File: config.mk
export PLATFORM = sky130hd
export DESIGN_NAME = window_mean_sub_stream
export DESIGN_NICKNAME = d
export VERILOG_FILES = /design/src/rtl/window_mean_sub_stream.sv
export SDC_FILE = /design/constraint.sdc
export NUM_CORES = 2
export LEC_CHECK = 0
export CAP_MARGIN = 10
export CORE_MARGIN = 2
export CORE_UTILIZATION = 40
export CTS_CLUSTER_SIZE = 12
export DETAILED_ROUTE_END_ITERATION = 8
export MAX_ROUTING_LAYER = met4
export PLACE_DENSITY = 0.56
export SLEW_MARGIN = 20
export SYNTH_ARGS = -nofsm -noshare
export SYNTH_HDL_FRONTEND = slang
export SYNTH_SLANG_ARGS = --single-unit
File: constraint.sdc
create_clock -name clk -period 5.4 [get_ports clk]
set_input_delay 0.54 -clock clk [delete_from_list [all_inputs] [get_ports clk]]
set_output_delay 0.54 -clock clk [all_outputs]
set_load 0.01 [all_outputs]
File: src/rtl/window_mean_sub_stream.sv
// rtl/window_mean_sub_stream.sv - buffers one pixel window, computes its mean, replays pixel-minus-mean
module window_mean_sub_stream #(
  parameter int PIX_W   = 8,
  parameter int WIN_DIM = 16,
  parameter int ROUND   = 0
) (
  input  logic               clk,
  input  logic               rst_n,
  input  logic               flush,
  input  logic               in_valid,
  output logic               in_ready,
  input  logic [PIX_W-1:0]   in_pix,
  output logic               out_valid,
  input  logic               out_ready,
  output logic [PIX_W:0]     out_data,
  output logic               out_last,
  output logic [PIX_W-1:0]   mean
);

  localparam int SHIFT = 2 * $clog2(WIN_DIM);
  localparam int N     = WIN_DIM * WIN_DIM;
  localparam int SUM_W = PIX_W + SHIFT;
  localparam int CNT_W = SHIFT;
  localparam logic [SUM_W-1:0] HALF_N   = SUM_W'(N / 2);
  localparam logic [CNT_W-1:0] LAST_IDX = CNT_W'(N - 1);

  typedef enum logic [1:0] {LOAD, CALC, DRAIN} state_t;

  state_t             state;
  logic [PIX_W-1:0]   pix_buf [N];
  logic [SUM_W-1:0]   sum;
  logic [CNT_W-1:0]   count;
  logic [CNT_W-1:0]   next_count;
  logic [SUM_W-1:0]   sum_adj;
  logic [PIX_W-1:0]   mean_calc;
  logic               accept;

  assign in_ready   = (state == LOAD);
  assign accept     = in_valid && in_ready;
  assign next_count = count + CNT_W'(1);
  // Rounded sum cannot overflow SUM_W: (2^PIX_W-1)*N + N/2 < 2^PIX_W*N.
  assign sum_adj    = (ROUND != 0) ? (sum + HALF_N) : sum;
  assign mean_calc  = PIX_W'(sum_adj >> SHIFT);

  function automatic logic [PIX_W:0] sub_mean(input logic [PIX_W-1:0] pix,
                                              input logic [PIX_W-1:0] m);
    return {1'b0, pix} - {1'b0, m};
  endfunction

  always_ff @(posedge clk) begin
    if (accept && !flush)
      pix_buf[count] <= in_pix;
  end

  always_ff @(posedge clk or negedge rst_n) begin
    if (!rst_n) begin
      state     <= LOAD;
      count     <= '0;
      sum       <= '0;
      out_valid <= 1'b0;
      out_last  <= 1'b0;
      out_data  <= '0;
      mean      <= '0;
    end else if (flush) begin
      state     <= LOAD;
      count     <= '0;
      sum       <= '0;
      out_valid <= 1'b0;
      out_last  <= 1'b0;
    end else begin
      case (state)
        LOAD: begin
          if (in_valid) begin
            sum   <= sum + SUM_W'(in_pix);
            count <= next_count;
            if (count == LAST_IDX)
              state <= CALC;
          end
        end
        CALC: begin
          // First sample is presented together with the freshly computed mean.
          mean      <= mean_calc;
          count     <= '0;
          out_valid <= 1'b1;
          out_data  <= sub_mean(pix_buf[0], mean_calc);
          out_last  <= 1'b0;
          state     <= DRAIN;
        end
        DRAIN: begin
          if (out_ready) begin
            if (count == LAST_IDX) begin
              state     <= LOAD;
              count     <= '0;
              sum       <= '0;
              out_valid <= 1'b0;
              out_last  <= 1'b0;
            end else begin
              count    <= next_count;
              out_data <= sub_mean(pix_buf[next_count], mean);
              out_last <= (next_count == LAST_IDX);
            end
          end
        end
        default: state <= LOAD;
      endcase
    end
  end

endmodule

-- Yosys cells after proc, flatten, opt, wreduce, memory -nomap -nowiden
Memories as Yosys holds them, arrays and structs flattened.
Cells that the tools add are included.
- word-level logic and storage cells: 67
- memories kept: 1
- output and inout bits: 20
- bits in registers: 45
- bits in writable memories: 2048
- reductions and logical operators: 15
- add/sub/neg operators: 4
- muxes and demuxes: 29
- eq/ne operators: 10
- bitwise gates (word level): 1
- memories (name ; depth ; width ; rd ports ; clocked after memory_dff ; wr ports ; RTL line ; RTL):
    pix_buf ; 256 ; 8 ; 2 ; 0 ; 1 ; 30 ; logic [PIX_W-1:0] pix_buf [N];
- operator list (operator ; count):
    16-bit two-way mux ; 4
    8-bit two-way mux ; 4
    16-bit one-hot mux with 2 select lines ; 1
    8-bit one-hot mux with 3 select lines ; 1
    9-bit two-way mux ; 2
    9-bit one-hot mux with 2 select lines ; 1
    8-bit by 8-bit subtractor with 9-bit output ; 2
    16-bit by 8-bit adder with 16-bit output ; 1
    8-bit == test, second input constant ; 2
    4-bit AND reduction ; 3
    2-bit two-way mux ; 5
    3-bit != test, second input constant ; 3
    8-bit by 1-bit adder with 8-bit output, second input constant ; 1
    1-bit two-way mux ; 8
    2-bit one-hot mux with 3 select lines ; 1
    3-bit AND reduction ; 2
    3-bit nonzero test ; 2
    2-bit != test, second input constant ; 2
    1-bit one-hot mux with 2 select lines ; 2
    2-bit AND reduction ; 2
    4-bit nonzero test ; 1
    3-bit by 2-bit != test with 1-bit output, second input constant ; 1
    2-bit by 1-bit == test with 1-bit output, second input constant ; 1
    2-bit == test, second input constant ; 1
    5 further kinds ; 6

-- Depth between registers and ports, before layout
- depth in word-level cells: 6
- depth in mapped cells: 25
- gate-level depth less buffers: 19

-- Worst setup path after synthesis
No wires, ideal clock.
- path type: register to register
- start point: register count[0]
- end point: register out_data[8]
- required time: 5318 ps
- cell stages (with the launch flop): 26
- arrival time: 5354 ps
- path buffers: 7
- period minus slack after synthesis: 5436 ps
- slack: -36 ps
- cell sequence: dfrtp_1 > buf_2 > buf_6 > buf_2 > buf_2 > inv_1 > ha_1 > buf_2 > clkbuf_1 > clkbuf_1 > mux4_2 > mux4_2 > a221oi_1 > o22ai_1 > a221oi_2 > ha_1 > inv_1 > fa_1 > a21o_1 > a21oi_1 > o21bai_1 > a21oi_1 > nor2b_1 > o21ai_0 > nand3b_1 > a31oi_1
- longest elaborated chain between the ends: 6
- RTL lines (element ; RTL line ; RTL):
    from (decl) ; 32 ; logic [CNT_W-1:0] count;
    from (signal assigned) ; 75 ; count <= next_count;
    from (signal assigned) ; 98 ; count <= next_count;
    8-bit by 1-bit adder with 8-bit output ; 40 ; assign next_count = count + CNT_W'(1);
    memory read 256 x 8 bit ; -- ;
    8-bit by 8-bit subtractor with 9-bit output ; 47 ; return {1'b0, pix} - {1'b0, m};
    9-bit two-way mux ; 91 ; if (count == LAST_IDX) begin
    9-bit two-way mux ; 90 ; if (out_ready) begin
    9-bit one-hot mux with 2 select lines ; 71 ; case (state)
    to (signal assigned) ; 85 ; out_data <= sub_mean(pix_buf[0], mean_calc);
    to (signal assigned) ; 99 ; out_data <= sub_mean(pix_buf[next_count], mean);
    to (decl) ; 15 ; output logic [PIX_W:0] out_data,
Parallel ways exist; a longest one is shown, timed or not. The select of a mux whose other input is x is not followed.
A chain may end at the register's enable or synchronous reset.

-- Worst setup path after layout
- start point: register count[0]
- end point: register out_data[5]
Same word-level chain as after synthesis.

==> flow_summary.ini <==
[outcome]
run_status = completed

[synth]
synth_edf_count = 2048
synth_top_cell_by_area = edfxtp_1
synth.top_cell.area_share_pct = 75.1
ys.flop_type = edfxtp_1
synth-xor-area-share_pct = 0.342
yosysSeqAreaShare_pct = 76.5
synth_compound_area_share_pct = 1.43
yosys_warnings = 0
synth_top_family_by_area = multiplexers
syn_nets = 3693
synth_mux_area_share_pct = 17.7
syn_area_per_cell_sq_um = 22.5
synthTopCellsByArea = edfxtp_1, mux4_2, dfrtp_1, nor2_1, clkbuf_1
syn_inst = 3644
synth_area_sq_um = 81900
synth_fa_ha_area_share_pct = 0.578
synth-seq-cells = 2093
ys_types = 54
async_flop_share_pct = 2.15
synth_simple_gate_area_share_pct = 2.17

[power]
p_clk_share_pct = 37.2
swShare_pct = 23.7
power_frac_seq_pct = 50.2
internal_power_mw = 27.2
pwr-share-comb_pct = 12.5
power.density_nw_per_um2 = 384
vdd_drop_max_v = 0.000403
power_mw = 35.6
p_sw_mw = 8.45
p_leak_nw = 28.6

[timing]
finalSetupViolCount = 0
clock_skew_ns = 0.0281
max_freq_mhz = 195
hold_viol = 0
hold_ws_ns = 0.0921
slew_violations = 0
fin_crit_sh_pct = 94.8
worst-slew-pin-transition_ns = 1.22
relSlewSlack_pct = 18.5
setup_tns_ns = 0
rsz0062_at_grt = false
period_minus_slack_ns = 5.12

[floorplanning]
die_h_um = 456
die_area_sq_um = 208000
num_rows = 166
core_sq_um = 204000
initial_utilization_pct = 40.1
io_pins = 33
die_x_um = 456

[worst_hold_path]
hp-class = in2reg

[placed_design]
dp_hpwl_um = 124000
numPortBuffers = 32
dp_cells = 6339
gp_congestion = 0.850

[setup_path]
worst_setup_path_start_kind = register
r2r_start = count[0]$_DFFE_PN0P_
cp.required_ns = 6.08
crit_end = out_data[5]$_DFFE_PN0P_
end_kind = register
rrSetupSlack_ns = 0.28
crit_path_max_fanout = 22
startpoint = count[0]$_DFFE_PN0P_
r2r-end = out_data[5]$_DFFE_PN0P_
worstRegToRegCells = 19
cp.arrival_ns = 5.80
critical_path_class = reg2reg

[clocking]
cts_sinks = 2093
clk_path_buf_depth = 3
htree_levels = 4
cts_tree = done
clk_latency_ns = 0.85
clk_pin_slew_worst_paths_ns = 0.06
cts_root_buf = clkbuf_16
numCtsBuffers = 209

[finish]
area_growth_pct = 13.3
final_util_pct = 45.5
fin_cells = 6698
drive_above_1_share_pct = 27.8
nets = 3921

[drt]
drt_iter0_drc = 4650
wire_per_inst_um = 30.5
wl_um = 204000
viasPerCell = 5.72
drc = 0
postRouteAntennaNets = 0
dr.pass1.iters = 5
vias = 38300

[grt]
grt.overflow.total = 0
grt_use_total_pct = 20.1
antenna_found_initial = 7
grt_pass1_wl_um = 293000
grt_max_degree = 176
grt_pass1_vias = 38800

[run]
cap_violations = 0
## how the worst min path moves through the flow
stage	startpoint	endpoint	slack [ns]	cells after the start
finish	in_pix[5]	pix_buf[9][5]$_DFFE_PP_	0.09	1
detailed placement	sum[3]$_DFFE_PN0P_	sum[3]$_DFFE_PN0P_	0.47	2
global route	in_pix[5]	pix_buf[10][5]$_DFFE_PP_	0.06	1
global placement	sum[3]$_DFFE_PN0P_	sum[3]$_DFFE_PN0P_	0.45	2
CTS	in_pix[5]	pix_buf[9][5]$_DFFE_PP_	0.02	1
floorplan	rst_n	count[0]$_DFFE_PN0P_	0.24	0
## per-stage QoR
step | area, sq um | setup WS, ns
after global routing | 92800 | 0.00602
after detailed placement | 86500 | 0.129
after CTS | 92600 | 0.0970
after global placement | 86500 | 0.111
final | 92800 | 0.283
after floorplan | 81900 | 0.00635
## Yosys cell counts (3+ instances only)
cell type and instances:
nand3_1 8, a21oi_1 22, buf_1 12, nand2b_1 4
edfxtp_1 2048, mux2i_1 4, inv_1 31, buf_4 11
nor2_1 293, xnor2_1 25, o221ai_1 7, o21ai_0 37
mux4_2 640, nand4_1 6, buf_2 50, a22o_1 18
a21o_1 7, ha_1 33, fa_1 3, a31oi_1 3
buf_6 14, dfrtp_1 45, a221oi_1 16, nand2_1 87
a22oi_1 39, nor2b_1 14, nor4_1 4, xor2_1 7
nor3_1 7, o21bai_1 3, clkbuf_1 117
## routing by layer
metal	wire, um	GRT usage (%)	up-vias	share of wire, %
met2	98100	31.0	1349	48
met3	12100	2.73	256	5.9
met4	4350	4.88	0	2.1
met1	89500	28.5	20900	44
li1	-	-	15800	-
met5	0	-	-	0
## sequential cells by signal (all words and copies together) (netlist names)
register	count
mean	8
out_last	1
count	8
pix_buf	2048
sum	16
out_valid	1
state	2
out_data	9
## cells by family (layout without fill, tap and decap cells)
family,count (synthesis),in the layout
other cells,0,1
buf+inv,235,600
flops,2093,2093
mux,645,645
fa+ha+maj,36,36
compound gates,167,167
simple gates,436,436
xor+xnor,32,32
## critical path, stage by stage (launching register included)
cell	delay [ns]
dfrtp_4	0.52
inv_1	0.12
ha_4	0.35
buf_12	0.19
buf_6	0.28
mux4_2	0.34
mux4_2	0.49
a22o_1	0.29
a221oi_1	0.38
buf_4	0.22
o221ai_1	0.18
ha_1	0.33
a21o_1	0.19
a21o_1	0.20
a21o_1	0.20
a21oi_1	0.20
buf_4	0.14
xnor2_1	0.06
mux2i_1	0.14
a21oi_1	0.08
## final cells by class
cell class,instances,area (sq um)
well taps,2688,3360
clock buffers,279,5530
multi-input cells,1316,18300
inverters,31,116
clock inverters,69,553
repair buffers,221,2300
flip-flops and latches,2093,62600
fillers,17000,111000
diodes,1,2.50
## power by group through the flow
stage / clock network (mW) / registers (mW) / logic (mW)
finish: 13.3 / 17.9 / 4.47
global route: 14.1 / 17.9 / 4.69
CTS: 13.5 / 17.9 / 4.43
detailed placement: 0 / 18.2 / 4.42
global placement: 0 / 18.2 / 4.40
floorplan: 0 / 18.2 / 2.68
## repair_timing
action,4_1_cts,5_1_grt
gates resized for setup,0,14
endpoints found under the setup margin,0,2
endpoints found under the hold margin,50,0
setup buffers,0,5
hold buffers,2,0
## cell usage in the layout, fill, tap and decap left out, types with 37 or more instances in the layout
| cell type | netlist | routed |
|---|---|---|
| clkbuf_1 | 117 | 67 |
| nand2_1 | 87 | 72 |
| mux4_2 | 640 | 640 |
| buf_4 | 11 | 145 |
| clkbuf_16 | 0 | 213 |
| clkinv_1 | 0 | 39 |
| edfxtp_1 | 2048 | 2048 |
| o21ai_0 | 37 | 37 |
| dfrtp_1 | 45 | 44 |
| nor2_1 | 293 | 289 |
No activity file was read; power rests on OpenSTA's default activity.
